==> config.mk <==
export PLATFORM = sky130hd
export DESIGN_NAME = lcd_byte_writer
export DESIGN_NICKNAME = d
export VERILOG_FILES = /design/src/rtl/lcd_pkg.sv /design/src/rtl/lcd_nibble_strobe.sv /design/src/rtl/lcd_byte_writer.sv
export SDC_FILE = /design/constraint.sdc
export NUM_CORES = 1
export LEC_CHECK = 0
export ABC_AREA = 1
export CAP_MARGIN = 20
export CORE_MARGIN = 4
export CORE_UTILIZATION = 35
export DETAILED_ROUTE_END_ITERATION = 7
export GPL_TIMING_DRIVEN = 0
export HOLD_SLACK_MARGIN = 0.15
export PLACE_DENSITY_LB_ADDON = 0.12
export REMOVE_ABC_BUFFERS = 1
export SYNTH_ARGS = -nofsm -noshare
export SYNTH_HDL_FRONTEND = slang
export SYNTH_SLANG_ARGS = --single-unit
==> constraint.sdc <==
create_clock -name clk -period 5.8 [get_ports clk]
set_input_delay 0.87 -clock clk [delete_from_list [all_inputs] [get_ports clk]]
set_output_delay 0.87 -clock clk [all_outputs]
set_load 0.01 [all_outputs]
==> src/rtl/lcd_pkg.sv <==
// Shared definitions for the HD44780-style 4-bit LCD byte writer.
// Holds the FSM state encoding, the nibble strobe phase encoding,
// the default timing constants and small decode helpers.
package lcd_pkg;

    // Top-level sequencer states
    typedef enum logic [3:0] {
        ST_PWRUP     = 4'd0,
        ST_INIT_NIB  = 4'd1,
        ST_INIT_GAP  = 4'd2,
        ST_IDLE      = 4'd3,
        ST_HI_SETUP  = 4'd4,
        ST_HI_EN     = 4'd5,
        ST_HI_HOLD   = 4'd6,
        ST_NIB_GAP   = 4'd7,
        ST_LO_SETUP  = 4'd8,
        ST_LO_EN     = 4'd9,
        ST_LO_HOLD   = 4'd10,
        ST_BYTE_GAP  = 4'd11
    } lcd_state_e;

    // Phases of a single E strobe
    typedef enum logic [1:0] {
        PH_OFF   = 2'd0,
        PH_SETUP = 2'd1,
        PH_PULSE = 2'd2,
        PH_HOLD  = 2'd3
    } strobe_phase_e;

    // Default timing in clock cycles (50 MHz board values)
    localparam int DEF_CYC_SETUP   = 2;
    localparam int DEF_CYC_EN      = 12;
    localparam int DEF_CYC_HOLD    = 1;
    localparam int DEF_CYC_NIB_GAP = 50;
    localparam int DEF_CYC_CMD_GAP = 2000;
    localparam int DEF_CYC_CLR_GAP = 82000;
    localparam int DEF_CYC_PWRUP   = 750000;
    localparam int DEF_CYC_INIT1   = 205000;
    localparam int DEF_CYC_INIT2   = 5000;
    localparam int DEF_CNT_W       = 20;

    // Clear display / return home commands need the long execution wait
    function automatic logic is_slow_cmd(input logic [7:0] b, input logic rs);
        return (rs == 1'b0) && ((b == 8'h01) || (b == 8'h02) || (b == 8'h03));
    endfunction

    // Power-on wake-up nibbles: 3, 3, 3 then 2 to enter 4-bit mode
    function automatic logic [3:0] init_nibble(input logic [1:0] idx);
        logic [3:0] nib;
        case (idx)
            2'd3:    nib = 4'h2;
            default: nib = 4'h3;
        endcase
        return nib;
    endfunction

endpackage

==> src/rtl/lcd_nibble_strobe.sv <==
// Drives one LCD nibble transfer: SETUP (E=0), PULSE (E=1), HOLD (E=0).
// Phase lengths come from the shared down-counter owned by the parent;
// the parent reloads it on every phase entry and this block advances
// whenever the counter reports zero.
// Ports:
//   clk, rst_n     - clock, synchronous active-low reset
//   start          - begin a transfer on this edge (latches nibble/rs)
//   nibble, rs     - value to present on DB[7:4] and RS
//   cnt_zero       - shared delay counter has expired
//   done           - HOLD phase ends on this edge
//   e, data, rs_out- registered LCD E, DB[7:4] and RS
//   phase          - current strobe phase
module lcd_nibble_strobe
    import lcd_pkg::*;
(
    input  logic          clk,
    input  logic          rst_n,
    input  logic          start,
    input  logic [3:0]    nibble,
    input  logic          rs,
    input  logic          cnt_zero,
    output logic          done,
    output logic          e,
    output logic [3:0]    data,
    output logic          rs_out,
    output strobe_phase_e phase
);

    strobe_phase_e phase_r;
    strobe_phase_e phase_nxt_s;
    logic          e_r;
    logic [3:0]    data_r;
    logic          rs_r;
    logic          done_s;

    // Phase sequencing; a start always wins and restarts at SETUP
    always_comb begin
        phase_nxt_s = phase_r;
        done_s      = (phase_r == PH_HOLD) && cnt_zero;
        if (start) begin
            phase_nxt_s = PH_SETUP;
        end else begin
            case (phase_r)
                PH_SETUP: phase_nxt_s = cnt_zero ? PH_PULSE : PH_SETUP;
                PH_PULSE: phase_nxt_s = cnt_zero ? PH_HOLD  : PH_PULSE;
                PH_HOLD:  phase_nxt_s = cnt_zero ? PH_OFF   : PH_HOLD;
                PH_OFF:   phase_nxt_s = PH_OFF;
                default:  phase_nxt_s = PH_OFF;
            endcase
        end
    end

    // Phase and pin registers; data/RS held for the whole nibble, then cleared
    always_ff @(posedge clk) begin
        if (!rst_n) begin
            phase_r <= PH_OFF;
            e_r     <= 1'b0;
            data_r  <= 4'h0;
            rs_r    <= 1'b0;
        end else begin
            phase_r <= phase_nxt_s;
            e_r     <= (phase_nxt_s == PH_PULSE);
            if (start) begin
                data_r <= nibble;
                rs_r   <= rs;
            end else if (done_s) begin
                data_r <= 4'h0;
                rs_r   <= 1'b0;
            end else begin
                data_r <= data_r;
                rs_r   <= rs_r;
            end
        end
    end

    assign done   = done_s;
    assign e      = e_r;
    assign data   = data_r;
    assign rs_out = rs_r;
    assign phase  = phase_r;

endmodule

==> src/rtl/lcd_byte_writer.sv <==
// Writes bytes to an HD44780-compatible LCD over a 4-bit bus, high nibble
// first, with optional power-on initialisation. All delays use a single
// CNT_W-bit down-counter loaded with N-1 on phase entry.
// Ports:
//   clk                     - clock, rising edge
//   iLCD_reset              - synchronous active-low reset
//   iLCD_data, iLCD_RS      - byte and register select to write
//   iLCD_writeEN            - write request, taken only while ready
//   oLCD_response           - ready (high only in IDLE)
//   oLCD_Data               - LCD DB[7:4]
//   oLCD_Enabled            - LCD E
//   oLCD_RegisterSelect     - LCD RS
//   oLCD_ReadWrite          - LCD R/W, tied to write
//   oLCD_StrataFlashControl - keeps the shared flash disabled
module lcd_byte_writer
    import lcd_pkg::*;
#(
    parameter int CYC_SETUP   = DEF_CYC_SETUP,
    parameter int CYC_EN      = DEF_CYC_EN,
    parameter int CYC_HOLD    = DEF_CYC_HOLD,
    parameter int CYC_NIB_GAP = DEF_CYC_NIB_GAP,
    parameter int CYC_CMD_GAP = DEF_CYC_CMD_GAP,
    parameter int CYC_CLR_GAP = DEF_CYC_CLR_GAP,
    parameter int CYC_PWRUP   = DEF_CYC_PWRUP,
    parameter int CYC_INIT1   = DEF_CYC_INIT1,
    parameter int CYC_INIT2   = DEF_CYC_INIT2,
    parameter int INIT_EN     = 1,
    parameter int CNT_W       = DEF_CNT_W
) (
    input  logic       clk,
    input  logic       iLCD_reset,
    input  logic [7:0] iLCD_data,
    input  logic       iLCD_RS,
    input  logic       iLCD_writeEN,
    output logic       oLCD_response,
    output logic [3:0] oLCD_Data,
    output logic       oLCD_Enabled,
    output logic       oLCD_RegisterSelect,
    output logic       oLCD_ReadWrite,
    output logic       oLCD_StrataFlashControl
);

    localparam logic [CNT_W-1:0] CNT_ONE  = {{(CNT_W-1){1'b0}}, 1'b1};
    localparam logic [CNT_W-1:0] LD_SETUP = CNT_W'(CYC_SETUP - 1);
    localparam logic [CNT_W-1:0] LD_EN    = CNT_W'(CYC_EN - 1);
    localparam logic [CNT_W-1:0] LD_HOLD  = CNT_W'(CYC_HOLD - 1);
    localparam logic [CNT_W-1:0] LD_NIB   = CNT_W'(CYC_NIB_GAP - 1);
    localparam logic [CNT_W-1:0] LD_CMD   = CNT_W'(CYC_CMD_GAP - 1);
    localparam logic [CNT_W-1:0] LD_CLR   = CNT_W'(CYC_CLR_GAP - 1);
    localparam logic [CNT_W-1:0] LD_PWRUP = CNT_W'(CYC_PWRUP - 1);
    localparam logic [CNT_W-1:0] LD_INIT1 = CNT_W'(CYC_INIT1 - 1);
    localparam logic [CNT_W-1:0] LD_INIT2 = CNT_W'(CYC_INIT2 - 1);
    localparam lcd_state_e       RST_STATE = (INIT_EN != 0) ? ST_PWRUP : ST_IDLE;
    localparam logic             RST_READY = (INIT_EN != 0) ? 1'b0 : 1'b1;

    lcd_state_e       state_r;
    lcd_state_e       state_nxt_s;
    logic [CNT_W-1:0] cnt_r;
    logic [CNT_W-1:0] cnt_nxt_s;
    logic [CNT_W-1:0] cnt_dec_s;
    logic             cnt_zero_s;
    logic [7:0]       byte_r;
    logic             rs_r;
    logic             latch_s;
    logic [1:0]       init_idx_r;
    logic [1:0]       idx_nxt_s;
    logic             ready_r;
    logic             start_s;
    logic [3:0]       nib_s;
    logic             nib_rs_s;
    logic             strobe_done_s;
    logic             strobe_e_s;
    logic [3:0]       strobe_data_s;
    logic             strobe_rs_s;
    strobe_phase_e    strobe_phase_s;

    // Gap that follows init nibble idx (0..3)
    function automatic logic [CNT_W-1:0] init_gap_ld(input logic [1:0] idx);
        logic [CNT_W-1:0] ld;
        case (idx)
            2'd0:    ld = LD_INIT1;
            2'd1:    ld = LD_INIT2;
            default: ld = LD_CMD;
        endcase
        return ld;
    endfunction

    assign cnt_zero_s = (cnt_r == {CNT_W{1'b0}});
    assign cnt_dec_s  = cnt_zero_s ? cnt_r : (cnt_r - CNT_ONE);

    // Next-state, counter reload and strobe launch decode
    always_comb begin
        state_nxt_s = state_r;
        cnt_nxt_s   = cnt_dec_s;
        start_s     = 1'b0;
        nib_s       = 4'h0;
        nib_rs_s    = 1'b0;
        latch_s     = 1'b0;
        idx_nxt_s   = init_idx_r;
        case (state_r)
            ST_PWRUP: begin
                if (cnt_zero_s) begin
                    state_nxt_s = ST_INIT_NIB;
                    start_s     = 1'b1;
                    nib_s       = init_nibble(init_idx_r);
                    cnt_nxt_s   = LD_SETUP;
                end else begin
                    state_nxt_s = ST_PWRUP;
                end
            end
            ST_INIT_NIB: begin
                // Init nibbles are a single state; the strobe phase picks the reload
                case (strobe_phase_s)
                    PH_SETUP: cnt_nxt_s = cnt_zero_s ? LD_EN : cnt_dec_s;
                    PH_PULSE: cnt_nxt_s = cnt_zero_s ? LD_HOLD : cnt_dec_s;
                    PH_HOLD: begin
                        if (strobe_done_s) begin
                            state_nxt_s = ST_INIT_GAP;
                            cnt_nxt_s   = init_gap_ld(init_idx_r);
                        end else begin
                            state_nxt_s = ST_INIT_NIB;
                        end
                    end
                    default: begin
                        state_nxt_s = ST_PWRUP;
                        cnt_nxt_s   = LD_PWRUP;
                    end
                endcase
            end
            ST_INIT_GAP: begin
                if (!cnt_zero_s) begin
                    state_nxt_s = ST_INIT_GAP;
                end else if (init_idx_r == 2'd3) begin
                    state_nxt_s = ST_IDLE;
                end else begin
                    state_nxt_s = ST_INIT_NIB;
                    idx_nxt_s   = init_idx_r + 2'd1;
                    start_s     = 1'b1;
                    nib_s       = init_nibble(init_idx_r + 2'd1);
                    cnt_nxt_s   = LD_SETUP;
                end
            end
            ST_IDLE: begin
                if (iLCD_writeEN && ready_r) begin
                    state_nxt_s = ST_HI_SETUP;
                    latch_s     = 1'b1;
                    start_s     = 1'b1;
                    nib_s       = iLCD_data[7:4];
                    nib_rs_s    = iLCD_RS;
                    cnt_nxt_s   = LD_SETUP;
                end else begin
                    state_nxt_s = ST_IDLE;
                end
            end
            ST_HI_SETUP: begin
                state_nxt_s = cnt_zero_s ? ST_HI_EN : ST_HI_SETUP;
                cnt_nxt_s   = cnt_zero_s ? LD_EN : cnt_dec_s;
            end
            ST_HI_EN: begin
                state_nxt_s = cnt_zero_s ? ST_HI_HOLD : ST_HI_EN;
                cnt_nxt_s   = cnt_zero_s ? LD_HOLD : cnt_dec_s;
            end
            ST_HI_HOLD: begin
                state_nxt_s = strobe_done_s ? ST_NIB_GAP : ST_HI_HOLD;
                cnt_nxt_s   = strobe_done_s ? LD_NIB : cnt_dec_s;
            end
            ST_NIB_GAP: begin
                if (cnt_zero_s) begin
                    state_nxt_s = ST_LO_SETUP;
                    start_s     = 1'b1;
                    nib_s       = byte_r[3:0];
                    nib_rs_s    = rs_r;
                    cnt_nxt_s   = LD_SETUP;
                end else begin
                    state_nxt_s = ST_NIB_GAP;
                end
            end
            ST_LO_SETUP: begin
                state_nxt_s = cnt_zero_s ? ST_LO_EN : ST_LO_SETUP;
                cnt_nxt_s   = cnt_zero_s ? LD_EN : cnt_dec_s;
            end
            ST_LO_EN: begin
                state_nxt_s = cnt_zero_s ? ST_LO_HOLD : ST_LO_EN;
                cnt_nxt_s   = cnt_zero_s ? LD_HOLD : cnt_dec_s;
            end
            ST_LO_HOLD: begin
                if (strobe_done_s) begin
                    state_nxt_s = ST_BYTE_GAP;
                    cnt_nxt_s   = is_slow_cmd(byte_r, rs_r) ? LD_CLR : LD_CMD;
                end else begin
                    state_nxt_s = ST_LO_HOLD;
                end
            end
            ST_BYTE_GAP: begin
                state_nxt_s = cnt_zero_s ? ST_IDLE : ST_BYTE_GAP;
            end
            default: begin
                state_nxt_s = RST_STATE;
                cnt_nxt_s   = LD_PWRUP;
            end
        endcase
    end

    // Sequencer registers; ready is registered from the next state
    always_ff @(posedge clk) begin
        if (!iLCD_reset) begin
            state_r    <= RST_STATE;
            cnt_r      <= LD_PWRUP;
            byte_r     <= 8'h00;
            rs_r       <= 1'b0;
            init_idx_r <= 2'd0;
            ready_r    <= RST_READY;
        end else begin
            state_r    <= state_nxt_s;
            cnt_r      <= cnt_nxt_s;
            init_idx_r <= idx_nxt_s;
            ready_r    <= (state_nxt_s == ST_IDLE);
            if (latch_s) begin
                byte_r <= iLCD_data;
                rs_r   <= iLCD_RS;
            end else begin
                byte_r <= byte_r;
                rs_r   <= rs_r;
            end
        end
    end

    lcd_nibble_strobe u_strobe (
        .clk      (clk),
        .rst_n    (iLCD_reset),
        .start    (start_s),
        .nibble   (nib_s),
        .rs       (nib_rs_s),
        .cnt_zero (cnt_zero_s),
        .done     (strobe_done_s),
        .e        (strobe_e_s),
        .data     (strobe_data_s),
        .rs_out   (strobe_rs_s),
        .phase    (strobe_phase_s)
    );

    assign oLCD_response           = ready_r;
    assign oLCD_Enabled            = strobe_e_s;
    assign oLCD_Data               = strobe_data_s;
    assign oLCD_RegisterSelect     = strobe_rs_s;
    assign oLCD_ReadWrite          = 1'b0;
    assign oLCD_StrataFlashControl = 1'b1;

endmodule

# After elaboration in Yosys (flattened, before gate mapping)
# Index checks and enable logic that the tools add are counted.
# totals
reg_bits,44
inputBits,12
out_inout_bits,9
# classes
add_sub_neg,2
eq_ne,22
muxes,55
n_bitwise,2
n_reduce_logical,15
# ops
cell,n
$mux W20,10
$pmux W20 S9,1
$pmux W20 S3,1
$pmux W4 S12,1
$pmux W18 S2,1
$mux W4,6
$mux W2,11
$logic_not A20 Y1,1
$sub A20 B1 Y20 const B,1
$mux W1,17
$mux W17,1
$eq A4 B3 Y1 const B,4
$eq A4 B4 Y1 const B,4
$eq A8 B2 Y1 const B,2
$pmux W4 S4,1
$eq A4 B2 Y1 const B,3
$eq A2 B2 Y1 const B,5
$eq A8 B1 Y1 const B,1
$pmux W2 S4,1
$pmux W4 S2,1
$reduce_or A2 Y1,4
$eq A2 B1 Y1 const B,2
$eq A4 B1 Y1 const B,1
$logic_not A2 Y1,2
other kinds (10),14

# Longest topological paths before layout
# logic_depth
depth_word,7
ltp_mapped,13
ltp_nobuf,13

# Cells and area by module
# From an unflattened synthesis, not the netlist that was laid out.
# unflattened
hier_cells,539
hier_area_um2,3424.5
# by_module_without_submodules
mod,instances,cells_per_inst,area_each_um2,seq_area_each_um2
lcd_byte_writer,1,497,3101.7,720.7
lcd_nibble_strobe,1,42,322.8,160.2

# Least setup slack after synthesis
# Ideal clock, no wire load.
# synth_path
path_kind,register -> register
start,register cnt_r[0]
end,register cnt_r[0]
arrival_ns,1.904
required_ns,5.673
slack_ns,3.769
path_stages_with_launch,13
path_cell_list,dfxtp_1 inv_1 ha_1 nand2_1 nor2_2 nand3_1 buf_6 ha_1 inv_1 a21oi_1 o211ai_1 nor2_1 nand4_1
# synth_via
elab_chain_cells,5
word_cells_on_any_way,15
cone_classes,add/sub (1); mux (12); reduce/logical (2)
# synth_rtl
item,line_no,text
from (decl),lcd_byte_writer.sv:58,logic [CNT_W-1:0] cnt_r;
from (signal assigned),lcd_byte_writer.sv:215,cnt_r <= cnt_nxt_s;
$sub A20 B1 Y20 or $logic_not A20 Y1 (tied branches),"lcd_byte_writer.sv:89, lcd_byte_writer.sv:88",
$mux W20 or $logic_and A1 B1 Y1 (tied branches),"lcd_byte_writer.sv:89, lcd_nibble_strobe.sv:39",
$mux W20 (on tied branches),--,
$pmux W20 S3 or $mux W20 (tied branches),"lcd_byte_writer.sv:113, lcd_byte_writer.sv:131",
$pmux W20 S9 (*),lcd_byte_writer.sv:100,case (state_r)
# Every way passes the cells marked *; elsewhere a longest branch is shown, timed or not.
# A chain may end at the register's enable or synchronous reset.

# Worst setup path after layout
# layout_path
start,register cnt_r[0]
end,register state_r[0]
# layout_via
elab_chain_cells,5
word_cells_on_any_way,14
cone_classes,mux (12); reduce/logical (2)
# layout_rtl
item,line_no,text
$logic_not A20 Y1 (*),lcd_byte_writer.sv:88,assign cnt_zero_s = (cnt_r == {CNT_W{1'b0}});
$logic_and A1 B1 Y1,lcd_nibble_strobe.sv:39,done_s = (phase_r == PH_HOLD) && cnt_zero;
$mux W2,lcd_byte_writer.sv:117,if (strobe_done_s) begin
$pmux W4 S2,lcd_byte_writer.sv:113,case (strobe_phase_s)
$pmux W4 S12 (*),lcd_byte_writer.sv:100,
to (signal assigned),lcd_byte_writer.sv:214,state_r <= state_nxt_s;
to (decl),lcd_byte_writer.sv:56,lcd_state_e state_r;
# Marks and branches as above.

==> impl_results.md <==
* Status: finished, final reports clean
* CTS tree: done
* Vias/cell at 5.25
* Initial antenna violation count at 0
* Fin nets at 555
* Clk slew on worst S/H paths at 0.10 ns
* Final core occ at 39.8%
* Post-synth EDFFs at 0
* DRT iter0 DRCs at 174
* Most frequent cells in the layout: nand2_1, nor2_1, inv_1
* # Post-CTS Setup Buffers at 0
* RR Endpoint: state_r[0]
* CTS Buf Count at 5
* CP Launch Point: cnt_r[0]
* Clk Latency, worst-skew pair at 0.31 ns
* Cts hold-fix bufs at 0
* Leading area contributor after synthesis: dfxtp_1
* Flops & latches, synth at 44
* Vias in the first global route at 3132
* R2R Setup Slk at 2.88 ns
* Setup TNS at 0 ns
* Final setup viols at 0
* Pin count of the biggest net entering global routing at 20
* Total GRT Usage at 18.6%
* Fmax at 342 MHz
* Final wirelength at 10100 microns
* Crit end category: flip-flop
* Crit-path max FO at 12
* Measured slew at the worst slew-check pin at 0.718 ns
* Sequential share of the synthesized area at 26.7%
* Max Root-Sink Buffers at 2
* Wirelength per Cell at 15.7 microns
* Maximum vdd ir drop at 0.0780 mV
* Period utilization at 50.4%
* Cell Pwr Density at 148 nW/um^2
* Cell area after synthesis at 3300 sq um
* Row count at 35
* CP required at 6.01 ns
* Syn avg cell area at 6.45 sq um
* Sink Count at 44
* GR Overflow Total at 0
* Synth async-reset ratio at 0%
* H-tree levels at 2
* Post-CTS Resized at 0
* Setup Skew at 0.00895 ns
* RSZ-0062 raised after global routing: no
* Synth top area cells: dfxtp_1, nand2_1, nor2_1
* Ratio of cells with drive above 1 in the final layout at 9.81%
* DIE HEIGHT at 105 microns
* Die area at 11000 sq um
* PnR Total Power at 0.543 mW
* IO Pins at 21
* Via count at 3364
* Ys Warns at 0
* Crit start category: flip-flop
* GPL Wtd Cong at 0.981
* Commonest non-fill, non-tap cell in the layout: nand2_1
* Global-route wire length before repair at 16400 microns
* # diodes at 0
* RR Startpoint: cnt_r[0]
* Worst path arrival time at 3.14 ns
* Yosys cell types at 45
* Initial Util at 35.9%
* Critical setup path kind: reg -> reg
* Pre-antenna DRT Iters at 6
* Relative slew slack at 51.7%
* Leakage at 1.68 nW
* Area Overhead vs Synth at 10.9%
* Reg2Reg Depth at 10
* Mapped Cells at 512
* Max Cap Viol at 0
* Input/output buffers at 18
* Predominant post-synthesis flop cell: dfxtp_1
* Die X at 105 microns
* Detailed Place HPWL at 8210 microns
* Slew Limit Fails at 0
* Final Hold Fails at 0
* Area share of the largest cell type after synthesis at 26.7%
* Crit path time final at 2.92 ns
* Root Driver: clkbuf_8
* Worst setup path end: state_r[0]
* Antenna Nets Post-Route at 0
* CORE AREA at 9200 sq um
* Remaining DRCs at 0
* Hold Path Class: reg -> reg
-- worst min path at each step --
stage | from | cells past startpoint | slack, ns | end
6_report | byte_r[7] | 2 | 0.47 | byte_r[7]
5_1_grt | byte_r[7] | 2 | 0.50 | byte_r[7]
4_1_cts | byte_r[7] | 2 | 0.47 | byte_r[7]
3_5_place_dp | byte_r[7] | 2 | 0.46 | byte_r[7]
3_3_place_gp | byte_r[3] | 2 | 0.46 | byte_r[3]
2_1_floorplan | byte_r[1] | 2 | 0.44 | byte_r[1]
-- worst max-delay path: stages, from the launching register on --
cell,delay [ns]
dfxtp_1,0.40
inv_1,0.27
ha_1,0.23
nand2_1,0.07
nor2_2,0.23
nand3_1,0.54
inv_1,0.37
o21ai_0,0.25
o21ai_0,0.14
nand4_1,0.16
and2_1,0.17
-- power breakdown --
part	total, mW	internal (mW)	switching [mW]
logic	0.0291	0.0125	0.0166
clock network	0.208	0.0856	0.122
registers	0.307	0.304	0.00289
total	0.543	0.402	0.142
-- Yosys cell counts (2+ instances only) --
| cell | instances |
|---|---|
| nand2_1 | 111 |
| nor2_1 | 65 |
| inv_1 | 60 |
| dfxtp_1 | 44 |
| a21oi_1 | 37 |
| nand3_1 | 37 |
| o21ai_0 | 26 |
| ha_1 | 14 |
| nor3_1 | 13 |
| nand4_1 | 12 |
| nor2_2 | 10 |
| xor2_1 | 10 |
| nand2_2 | 9 |
| inv_2 | 6 |
| o21ai_1 | 6 |
| nor2_4 | 5 |
| clkbuf_1 | 3 |
| o211ai_1 | 3 |
| xnor2_1 | 3 |
| a21boi_0 | 2 |
| a21oi_2 | 2 |
| and2_1 | 2 |
| buf_4 | 2 |
| buf_6 | 2 |
| conb_1 | 2 |
| nand3_2 | 2 |
| nand3b_1 | 2 |
| nand4_2 | 2 |
| nor2_8 | 2 |
| o21ai_2 | 2 |
| o21bai_1 | 2 |
-- per-layer routing --
metal | track usage, % | routed length (microns) | up-vias | share of wire [%]
met2 | 31.9 | 4790 | 127 | 48
li1 | - | - | 1694 | -
met5 | 0 | 0 | - | 0
met4 | 5.44 | 201 | 0 | 2.0
met3 | 2.84 | 659 | 20 | 6.6
met1 | 23.9 | 4410 | 1523 | 44
-- state kept, by name (all words and copies together), names as in the netlist --
name / count
rs_r: 1
u_strobe.rs_out: 1
cnt_r: 20
oLCD_response: 1
state_r: 4
u_strobe.e: 1
init_idx_r: 2
byte_r: 8
u_strobe.data: 4
u_strobe.phase: 2
-- metrics by stage --
stage	std cells	cell area [sq um]	hold WS, ns	setup slack, ns
2_1_floorplan	504	3250	0.444	3.61
3_3_place_gp	633	3570	0.457	2.76
3_5_place_dp	633	3570	0.460	2.83
4_1_cts	641	3660	0.475	2.93
5_1_grt	641	3660	0.502	2.65
6_report	641	3660	0.472	2.88
-- final cells by class --
class,instances,area (sq um)
Fill cell,1045,5540
Inverter,66,248
Clock buffer,5,68.8
Tap cell,111,139
Sequential cell,44,881
Clock inverter,3,23.8
Timing Repair Buffer,18,180
Multi-Input combinational cell,394,2120
-- kinds of logic after synthesis --
kind of cell | after synthesis | share of synthesized area (%)
and+or+nand+nor | 278 | 40.3
AOI/OAI and AO/OA | 87 | 15.0
buffers and inverters | 74 | 9.10
DFF | 44 | 26.7
adders and majority gates | 14 | 5.31
xor gates and xnor gates | 13 | 3.45
other | 2 | 0.228
Note: power is estimated with default switching activity, not from simulation.
